**config.mk**
```make
export PLATFORM = sky130hd
export DESIGN_NAME = battle_damage_fsm
export DESIGN_NICKNAME = d
export VERILOG_FILES = /design/src/rtl/battle_damage_fsm.sv
export SDC_FILE = /design/constraint.sdc
export NUM_CORES = 1
export LEC_CHECK = 0
export BUFFER_PORTS_ARGS = -buffer_cell sky130_fd_sc_hd__buf_2
export CAP_MARGIN = 20
export CORE_UTILIZATION = 41
export CTS_CLUSTER_SIZE = 8
export DETAILED_ROUTE_END_ITERATION = 12
export GPL_TIMING_DRIVEN = 0
export PLACE_DENSITY = 0.73
export SLEW_MARGIN = 5
export SYNTH_ARGS = -nofsm -noshare
export SYNTH_HDL_FRONTEND = slang
export SYNTH_SLANG_ARGS = --single-unit
```
**constraint.sdc**
```tcl
create_clock -name clk -period 6.32 [get_ports clk]
set_clock_uncertainty 0.1 [all_clocks]
set_input_delay 0.632 -clock clk [delete_from_list [all_inputs] [get_ports clk]]
set_output_delay 0.632 -clock clk [all_outputs]
set_load 0.1 [all_outputs]
```
**src/rtl/battle_damage_fsm.sv**
```systemverilog
// ============================================================================
// Module   : battle_damage_fsm
// Purpose  : Turn resolution for the battle datapath. Accepts an attack,
//            waits a fixed decorrelation delay, samples the random nibble,
//            decides hit/miss/critical and applies saturating damage to the
//            target's HP. Reports fainting and game-over.
// Revision : 1.0 - initial release
// ============================================================================
`default_nettype none

module battle_damage_fsm #(
  parameter int HP_W        = 4,
  parameter int HP_INIT     = 9,
  parameter int DMG_W       = 4,
  parameter int HIT_THRESH  = 8,
  parameter int CRIT_VAL    = 15,
  parameter int SAMPLE_WAIT = 4
) (
  input  logic             clk,
  input  logic             reset,
  input  logic             start,
  input  logic             attacker,
  input  logic [DMG_W-1:0] dmg,
  input  logic [3:0]       rnd,
  input  logic             new_game,
  output logic [HP_W-1:0]  hp_p,
  output logic [HP_W-1:0]  hp_e,
  output logic [3:0]       last_rnd,
  output logic             hit,
  output logic             crit,
  output logic             busy,
  output logic             done,
  output logic             faint_p,
  output logic             faint_e,
  output logic             game_over
);

  // Counter must hold SAMPLE_WAIT-1; keep at least one bit for SAMPLE_WAIT=1.
  localparam int CNT_W = (SAMPLE_WAIT > 1) ? $clog2(SAMPLE_WAIT) : 1;
  // Common width for comparing HP against doubled damage without overflow.
  localparam int CMP_W = (HP_W > DMG_W + 1) ? HP_W : DMG_W + 1;

  localparam logic [CNT_W-1:0] CNT_LAST  = CNT_W'(SAMPLE_WAIT - 1);
  localparam logic [HP_W-1:0]  HP_RELOAD = HP_W'(HP_INIT);
  localparam logic [3:0]       THRESH_4  = 4'(HIT_THRESH);
  localparam logic [3:0]       CRIT_4    = 4'(CRIT_VAL);

  typedef enum logic [2:0] {
    S_IDLE    = 3'd0,
    S_WAIT    = 3'd1,
    S_RESOLVE = 3'd2,
    S_DONE    = 3'd3,
    S_OVER    = 3'd4
  } state_t;

  state_t             r_state;
  logic               r_attacker;
  logic [DMG_W-1:0]   r_dmg;
  logic [CNT_W-1:0]   r_cnt;

  logic               w_hit_n;
  logic               w_crit_n;
  logic [DMG_W:0]     w_eff;
  logic [HP_W-1:0]    w_tgt_hp;
  logic [CMP_W-1:0]   w_hp_x;
  logic [CMP_W-1:0]   w_eff_x;
  logic [HP_W-1:0]    w_new_hp;

  // Hit/crit decision and saturating damage on the attack's target.
  always_comb begin
    w_hit_n  = (last_rnd >= THRESH_4);
    w_crit_n = w_hit_n && (last_rnd == CRIT_4);
    w_eff    = w_crit_n ? {r_dmg, 1'b0} : {1'b0, r_dmg};
    w_tgt_hp = r_attacker ? hp_p : hp_e;
    w_hp_x   = CMP_W'(w_tgt_hp);
    w_eff_x  = CMP_W'(w_eff);
    w_new_hp = (w_hp_x > w_eff_x) ? HP_W'(w_hp_x - w_eff_x) : '0;
  end

  // Status flags decoded from the state and HP registers.
  always_comb begin
    busy      = (r_state == S_WAIT) || (r_state == S_RESOLVE) || (r_state == S_DONE);
    game_over = (r_state == S_OVER);
    faint_p   = (hp_p == '0);
    faint_e   = (hp_e == '0);
  end

  // Turn sequencer: owns HP registers and all registered result outputs.
  always_ff @(posedge clk or negedge reset) begin
    if (!reset) begin
      r_state    <= S_IDLE;
      r_attacker <= 1'b0;
      r_dmg      <= '0;
      r_cnt      <= '0;
      hp_p       <= HP_RELOAD;
      hp_e       <= HP_RELOAD;
      last_rnd   <= 4'd0;
      hit        <= 1'b0;
      crit       <= 1'b0;
      done       <= 1'b0;
    end else if (new_game) begin
      // Restart wins over any start and over an in-flight attack.
      r_state  <= S_IDLE;
      r_cnt    <= '0;
      hp_p     <= HP_RELOAD;
      hp_e     <= HP_RELOAD;
      last_rnd <= 4'd0;
      hit      <= 1'b0;
      crit     <= 1'b0;
      done     <= 1'b0;
    end else begin
      done <= 1'b0;
      case (r_state)
        S_IDLE: begin
          if (start) begin
            r_attacker <= attacker;
            r_dmg      <= dmg;
            r_cnt      <= '0;
            r_state    <= S_WAIT;
          end
        end
        S_WAIT: begin
          r_cnt <= r_cnt + 1'b1;
          if (r_cnt == CNT_LAST) begin
            last_rnd <= rnd;
            r_state  <= S_RESOLVE;
          end
        end
        S_RESOLVE: begin
          hit  <= w_hit_n;
          crit <= w_crit_n;
          if (w_hit_n) begin
            if (r_attacker) begin
              hp_p <= w_new_hp;
            end else begin
              hp_e <= w_new_hp;
            end
          end
          done    <= 1'b1;
          r_state <= S_DONE;
        end
        S_DONE: begin
          if ((hp_p == '0) || (hp_e == '0)) begin
            r_state <= S_OVER;
          end else begin
            r_state <= S_IDLE;
          end
        end
        S_OVER: begin
          r_state <= S_OVER;
        end
        default: begin
          r_state <= S_IDLE;
        end
      endcase
    end
  end

endmodule

`default_nettype wire

```
Word-level counts from Yosys, hierarchy flattened:

Cells that the tools add are included.

* equality and inequality tests: 9
* bitwise operators: 1
* reductions and logical operators: 19
* add/sub/neg operators: 2
* $lt $le $gt $ge: 2
* multiplexer cells: 28

Operator list (count)
* two-way mux 4 bit: 13
* case mux 3 bit (5 select lines): 1
* two-way mux 3 bit: 4
* nonzero test 2 bit: 5
* AND reduction 3 bit: 3
* zero test 4 bit: 2
* equality test 3 x 2 -> 1 bit, second input constant: 2
* two-way mux 1 bit: 6
* AND reduction 2 bit: 3
* greater-than comparator 4 x 5 -> 1 bit: 1
* two-way mux 5 bit: 1
* equality test 4 bit, second input constant: 1
* greater-or-equal comparator 4 bit, second input constant: 1
* two-way mux 2 bit: 2
* case mux 2 bit (2 select lines): 1
* subtractor 4 bit: 1
* equality test 3 x 1 -> 1 bit, second input constant: 1
* equality test 3 bit, second input constant: 1
* zero test 3 bit: 1
* logical OR 1 bit: 3
* != test 3 x 2 -> 1 bit, second input constant: 1
* != test 3 bit, second input constant: 1
* nonzero test 3 bit: 1
* adder 2 x 1 -> 2 bit, second input constant: 1
* 4 further kinds: 4

* logic and storage cells: 71
* output and inout bits: 19
* flip-flop bits (word level): 25
* input port bits: 13

Longest topological paths before layout:

Gate-level depths: netlist of run 1.

* word-level depth: 9
* gate-level depth with buffers: 7
* gate-level depth less buffers: 7

Worst setup path after synthesis of run 1:

OpenSTA, ideal clock, no wires.

* path kind: register -> register
* start point: register hp_p[2]
* end point: register r_state[2]
* data arrival time: 4.429 ns
* setup time: 0.084 ns
* path buffers: 0
* setup slack: 1.707 ns
* cell stages (with the launch flop): 4
* data required time: 6.136 ns
* clock period less this slack: 4.613 ns
* cell sequence: dfrtp_1 -> nor4_1 -> o2111ai_1 -> a21oi_1

* word-level cells in the longest chain between the ends: 5

Ends and longest elaborated chain
* from (decl): RTL line 26 `output logic [HP_W-1:0] hp_p,`
* from (signal assigned): RTL line 134 `hp_p <= w_new_hp;`
* zero test 4 bit
* net faint_p: RTL line 33 `output logic faint_p,`
* logical OR 1 bit: RTL line 143 `if ((hp_p == '0) || (hp_e == '0)) begin`
* two-way mux 3 bit: RTL line 143
* case mux 3 bit (5 select lines): RTL line 113 `case (r_state)`
* two-way mux 3 bit: RTL line 101 `end else if (new_game) begin`
* to (signal assigned): RTL line 103 `r_state <= S_IDLE;`
* to (signal assigned): RTL line 144 `r_state <= S_OVER;`
* to (signal assigned): RTL line 146 `r_state <= S_IDLE;`
* to (decl): RTL line 56 `state_t r_state;`

The timed path passes the listed nets, and every way through them passes these cells.
A chain may end at the register's enable or synchronous reset.

Worst setup path after layout of run 1:

* start point: register hp_p[1]
* end point: output faint_p

* word-level cells in the longest chain between the ends: 1

Ends and longest elaborated chain
* zero test 4 bit: RTL line 84 `faint_p = (hp_p == '0);`
* to (decl): RTL line 33

No other way between the ends.

==> flow_summary.json, run 1 <==
{
  "p_per_area_nw_per_um2": 199,
  "fin_ws_ns": 3.81,
  "dp_slack_ns": 3.98,
  "dieArea_um2": 3520,
  "cp.required_ns": 5.59,
  "cp_max_fo": 4,
  "p_comb_share_pct": 22.1,
  "final_cell_mix": "buf_2 (30), dfrtp_1 (21), a21oi_1 (12), nor2_1 (10), nand2_1 (10)",
  "path_clk_slew_ns": 0.13,
  "fp-row-count": 20,
  "finalSetupTns_ns": 0,
  "final_common_cell": "buf_2",
  "first_pass_iters": 4,
  "cp_slowest_stage_delay_ns": 0.52,
  "coreArea_um2": 3080,
  "gp_congestion": 0.860,
  "clk-insertion-delay-late_ns": 0.33,
  "rsz0062_at_grt": "false",
  "irDropWorstVdd_v": 0.000158,
  "drc": 0,
  "worst_slew_pin_slew_ns": 0.541,
  "syn_area_um2": 1350,
  "vias_per_cell": 5.51,
  "crit_chain": "nor4_1 > buf_2",
  "start_util_pct": 43.8,
  "dr.first_iter.drc_count": 37,
  "fin_util_pct": 51.3,
  "fmax_ghz": 0.399,
  "numClockSinks": 25,
  "power_frac_seq_pct": 55.0,
  "htreeDepth": 1,
  "areaGrowthSynthToFinish_pct": 17.3,
  "pwr-share-clk_pct": 22.9,
  "cp_slowest_cell": "buf_2",
  "synthCells": 130,
  "cts_buffer_depth": 2,
  "grt_overflow_total": 0,
  "seq_area_um2": 631,
  "dp_cells": 204,
  "cpLargestDelayFamily": "buffers and inverters",
  "min_period_ns": 2.51,
  "routed_wl_um": 2940,
  "slew_headroom_pct": 63.9,
  "power.switching_uw": 94.9,
  "r2r-start": "r_attacker$_DFFE_PN0P_",
  "layout.nets": 184,
  "cts_made_buffers": 3,
  "cts_root_buf": "clkbuf_4",
  "grt_usage_pct": 18.4,
  "ys_top_cells_by_area": "dfrtp_1 (39%), dfstp_2 (7.8%), mux2_2 (6.7%), ha_1 (4.6%), a21oi_1 (4.5%)",
  "num_vias": 1146,
  "place_area_um2": 1550,
  "timing.rr.end": "hp_p[1]$_DFFE_PN0P_",
  "antenna_found_initial": 0,
  "die_w_um": 59.3,
  "drv_cap": 0,
  "critical_path_class": "reg -> out",
  "p_int_uw": 219,
  "grt_pass1_vias": 1144,
  "syn-mean-instance-area_um2": 10.4,
  "hold_buffers": 0,
  "synth-seq-area-share_pct": 46.8,
  "critPathBufInv": 1,
  "grt_max_degree": 26,
  "p_leak_uw": 0.000753,
  "die_h_um": 59.3,
  "r2r_setup_slack_ns": 3.98,
  "ys_seq_elements": 25,
  "multiInputGateArea_um2": 661,
  "outcome": "complete, no violations",
  "postCtsSetupBuffers": 0,
  "synth_top_area_share_pct": 39.0,
  "antenna_cells": 0,
  "n_fill_cell": 307,
  "synth_cell_types": 33,
  "min_path_type": "in -> async",
  "reg2reg_depth": 7,
  "portBuffers": 30,
  "grt_first_pass_wirelength_um": 4830,
  "final_antenna_net_count": 0,
  "yosys_warnings": 0,
  "finalHoldViolCount": 0,
  "period_share_pct": 39.7,
  "post_cts_resized": 0,
  "drive_above_1_share_pct": 30.5,
  "synth_top_area_cell": "dfrtp_1",
  "hpwlAfterDp_um": 2240,
  "end_kind": "output pin",
  "synth_nets": 149,
  "tritoncts": "done",
  "cp.arrival_ns": 1.78,
  "cp-start-kind": "flop",
  "pin_count": 32,
  "routedWlPerCell_um": 14.1,
  "maxSlewViolCount": 0,
  "fin_cells": 208,
  "setup_viol": 0,
  "swShare_pct": 30.2,
  "stdcell_area_um2": 1580
}
## power by group through the flow
stage          logic [uW]  clock network (uW)  registers, uW
4_1_cts              69.9                74.9            173
3_5_place_dp         69.4                   0            176
3_3_place_gp         66.1                   0            175
2_1_floorplan        51.7                   0            174
5_1_grt              76.7                81.8            174
6_report             69.4                72.1            173
## routing by layer
metal  vias to the layer above  global-route usage (%)  part of all wire (%)
met3                         5                    4.59                   5.3
met2                        40                    34.7                    53
li1                        543                       -                     -
met4                         0                    5.10                   1.3
met5                         -                       0                     0
met1                       558                    20.3                    41
## layout make-up
class	count	area share, %
inverters	5	1.19
well taps	44	3.48
repair buffers	30	9.50
clock buffers	3	1.43
flip-flops and latches	25	39.9
multi-input cells	94	41.8
plain buffers	6	2.38
clock inverters	1	0.317
## worst max path at each step
stage / start / to / slack (ns) / cells past startpoint
2_1_floorplan: hp_p[2]$_DFFE_PN0P_ / r_state[2]$_DFFE_PN0P_ / 1.71 / 3
3_3_place_gp: last_rnd[3]$_DFFE_PN0P_ / hp_p[2]$_DFFE_PN0P_ / 4.05 / 7
3_5_place_dp: r_attacker$_DFFE_PN0P_ / hp_p[1]$_DFFE_PN0P_ / 3.98 / 7
4_1_cts: r_state[2]$_DFFE_PN0P_ / game_over / 3.83 / 4
5_1_grt: r_state[2]$_DFFE_PN0P_ / game_over / 3.73 / 4
6_report: hp_p[1]$_DFFE_PN0P_ / faint_p / 3.81 / 2
## through the flow
| stage | power (uW) | hold WS [ns] |
|---|---|---|
| 5_1_grt | 332 | 0.198 |
| 2_1_floorplan | 226 | 0.236 |
| 4_1_cts | 318 | 0.181 |
| 3_3_place_gp | 241 | 0.399 |
| 3_5_place_dp | 245 | 0.418 |
| 6_report | 314 | 0.160 |
## synth_stat cells
cell       instances
a21boi_0           1
a21oi_1           12
a32oi_1            1
and2_1             1
and4bb_1           1
buf_6              2
clkbuf_1           4
dfrtp_1           21
dfstp_2            4
fa_1               1
ha_1               5
inv_1              5
mux2_2             8
mux2i_1            4
nand2_1           10
nand2b_1           3
nand3_1            5
nand3b_1           2
nand4_1            2
nor2_1            10
nor3_1             1
nor3b_1            1
nor4_1             2
o2111ai_1          1
o21a_1             4
o21ai_0            7
o21ai_1            1
o311ai_2           1
o31ai_1            5
o41ai_1            1
o41ai_2            1
or3_1              1
xnor2_1            2
## state kept, by name (all words and copies together), names as in the netlist
signal	flops
crit	1
done	1
hit	1
hp_e	4
hp_p	4
last_rnd	4
r_attacker	1
r_cnt	2
r_dmg	4
r_state	3
## cell families (layout without fill, tap and decap cells)
kind of cell / count (synthesis) / after routing / share of synthesized area, %
simple gates: 39 / 39 / 14.6
compound gates: 35 / 35 / 17.4
flops: 25 / 25 / 46.8
mux: 12 / 12 / 9.66
buf+inv: 11 / 45 / 4.18
fa+ha+maj: 6 / 6 / 6.13
xor+xnor: 2 / 2 / 1.30
## worst register-to-register path, delay by kind of cell, from the launching register on
family                     cells  cell delay, ns
DFF                            1            0.34
muxes                          1            0.39
buffers and inverters          1            0.28
AOI/OAI and AO/OA              4            0.75
adders and majority gates      1            0.36
Note: power is estimated with default switching activity, not from simulation.
==> run 2, diff against run 1 <==
Settings changed: ABC_AREA from default to 1.
Clock period 6.32 ns to 2.4 ns, I/O delays scaled along.
==> flow_summary.json, run 2 <==
{
  "cp.arrival_ns": 2.32,
  "fp-row-count": 20,
  "coreArea_um2": 3130,
  "clk-insertion-delay-late_ns": 0.34,
  "synthCells": 166,
  "critical_path_class": "reg -> reg",
  "cp_max_fo": 8,
  "wirelength_met1_um": 1340,
  "end_kind": "flop",
  "finalSetupTns_ns": 0,
  "yosys_warnings": 0,
  "portBuffers": 30,
  "die_h_um": 60.0,
  "synth_cell_types": 25,
  "final_antenna_net_count": 0,
  "grt_pass1_vias": 1032,
  "maxSlewViolCount": 0,
  "postCtsSetupBuffers": 0,
  "synth_top_area_share_pct": 38.1,
  "die_w_um": 60.0,
  "grt_usage_pct": 16.9,
  "synth_nets": 185,
  "gp_congestion": 0.804,
  "slew_headroom_pct": 63.0,
  "routed_wl_um": 2670,
  "routedWlPerCell_um": 10.9,
  "htreeDepth": 1,
  "outcome": "complete, no violations",
  "synth_ff_type": "dfrtp_1",
  "synth_top_area_cell": "dfrtp_1",
  "pin_count": 32,
  "antenna_found_initial": 0,
  "syn_area_um2": 1380,
  "r2r_setup_slack_ns": 0.24,
  "start_util_pct": 44.1,
  "numClockSinks": 25,
  "dieArea_um2": 3600,
  "finalHoldViolCount": 0,
  "antenna_cells": 0,
  "fmax_ghz": 0.464,
  "layout.nets": 222,
  "num_vias": 1168,
  "final_cell_mix": "nand2_1 (42), buf_2 (32), inv_1 (22), dfrtp_1 (16), nor2_1 (15)",
  "final_common_cell": "nand2_1",
  "cp-start-kind": "flop",
  "grt_max_degree": 26,
  "vias_per_cell": 4.75,
  "path_clk_slew_ns": 0.14,
  "synth-seq-area-share_pct": 45.7,
  "routed.top_layer": "met4",
  "period_share_pct": 89.8,
  "grt_first_pass_wirelength_um": 4460,
  "cts_root_buf": "clkbuf_4",
  "fin_cells": 246,
  "first_pass_iters": 4,
  "cts_made_buffers": 3,
  "grt_overflow_total": 0,
  "min_period_ns": 2.16,
  "p_per_area_nw_per_um2": 1450,
  "route.met3.wl_um": 83,
  "drc": 0,
  "wl_met2_um": 1230,
  "ys_async_sr_fraction_pct": 100,
  "setup_viol": 0,
  "worst_slew_pin_slew_ns": 0.554,
  "hpwlAfterDp_um": 2060,
  "tritoncts": "done",
  "p_leak_uw": 0.000860,
  "cp.required_ns": 2.56,
  "syn-mean-instance-area_um2": 8.31,
  "drv_cap": 0,
  "cts_buffer_depth": 2,
  "synth-edff-count": 0,
  "areaGrowthSynthToFinish_pct": 19.3,
  "yosys-top-cells-count": "nand2_1 (42), inv_1 (22), dfrtp_1 (21), nor2_1 (15), nand3_1 (13)",
  "dr.first_iter.drc_count": 36,
  "rsz0062_at_grt": "false",
  "dp_cells": 240,
  "irDropWorstVdd_v": 0.000517,
  "min_path_type": "in -> reg",
  "drive_above_1_share_pct": 26.7,
  "yosysMostFrequentCell": "nand2_1",
  "ys_top_cells_by_area": "dfrtp_1 (38%), nand2_1 (11%), dfstp_2 (7.6%), inv_1 (6.0%), nand3_1 (4.7%)",
  "ys_seq_elements": 25,
  "power.total_uw": 2390
}
==> run 2: cell types whose count changed after synthesis, sizes merged, moves of 4 or more <==
| cell | before | now |
|---|---|---|
| o31ai | 5 | 1 |
| nand2 | 10 | 42 |
| mux2 | 8 | 2 |
| clkbuf | 4 | 0 |
| o21a | 4 | 0 |
| o21ai | 8 | 16 |
| inv | 5 | 22 |
| nor2 | 10 | 16 |
| nand3 | 5 | 14 |
==> run 2: final timing paths <==
kind | cells past startpoint | end | from
hold reg to reg | 2 | hp_e[0]$_DFFE_PN1P_ | hp_e[0]$_DFFE_PN1P_
setup / recovery | 8 | hp_e[1]$_DFFE_PN0P_ | r_attacker$_DFFE_PN0P_
hold / removal | 3 | last_rnd[3]$_DFFE_PN0P_ | rnd[3]
max in group asynchronous | 2 | hp_e[1]$_DFFE_PN0P_ | reset
min in group asynchronous | 2 | r_attacker$_DFFE_PN0P_ | reset
setup reg to reg | 8 | hp_e[1]$_DFFE_PN0P_ | r_attacker$_DFFE_PN0P_
==> run 2: critical path, stage by stage, from the launching register on <==
cell and delay [ns]:
dfrtp_1 0.39, buf_2 0.17, o21ai_0 0.37, ha_1 0.31, nand2_1 0.07, nor2_1 0.04
a21oi_1 0.27, nand4_1 0.18, o21ai_0 0.18
==> run 2: cell type report <==
type / instances / area [um^2]
buffer: 3 / 21.3
clock buffer: 3 / 22.5
clock inverter: 1 / 7.51
fill: 312 / 1480
inverter: 22 / 82.6
multi-input combinational: 116 / 651
sequential: 25 / 637
tap: 44 / 55.1
timing repair buffer: 32 / 170
==> run 2: kinds of logic after synthesis <==
kind of cell	count (synthesis)	synth area share, %
muxes	4	3.63
and+or+nand+nor	78	26.0
AOI/OAI and AO/OA	27	10.5
buffers and inverters	25	7.52
xor gates and xnor gates	1	0.635
DFF	25	45.7
adders and majority gates	6	5.98
==> run 2: per-stage QoR <==
step	setup slack, ns	hold slack, ns	cell area [um^2]	util [%]
finish	0.244	0.0228	1650	52.6
global route	0.0419	0.00924	1650	52.6
CTS	0.201	0.0175	1650	52.6
detailed placement	0.231	0.161	1600	51.0
global placement	0.274	0.158	1600	51.0
floorplan	0.0436	-0.156	1390	-
==> run 2: routing by layer <==
metal	vias up	track usage, %
met5	-	0
met4	0	4.32
met3	3	3.90
met2	24	28.3
met1	528	22.1
li1	613	-
==> run 2: timing repair <==
action	in CTS	in global routing
resized for setup	0	1
hold buffers	2	0
endpoints found under the setup margin	0	1
hold endpoints to repair	23	0
==> run 2: power breakdown <==
group / internal (uW) / leakage [uW] / switching (uW)
clock network: 64.0 / 0.0000139 / 137
logic: 365 / 0.000537 / 1150
registers: 564 / 0.000309 / 113
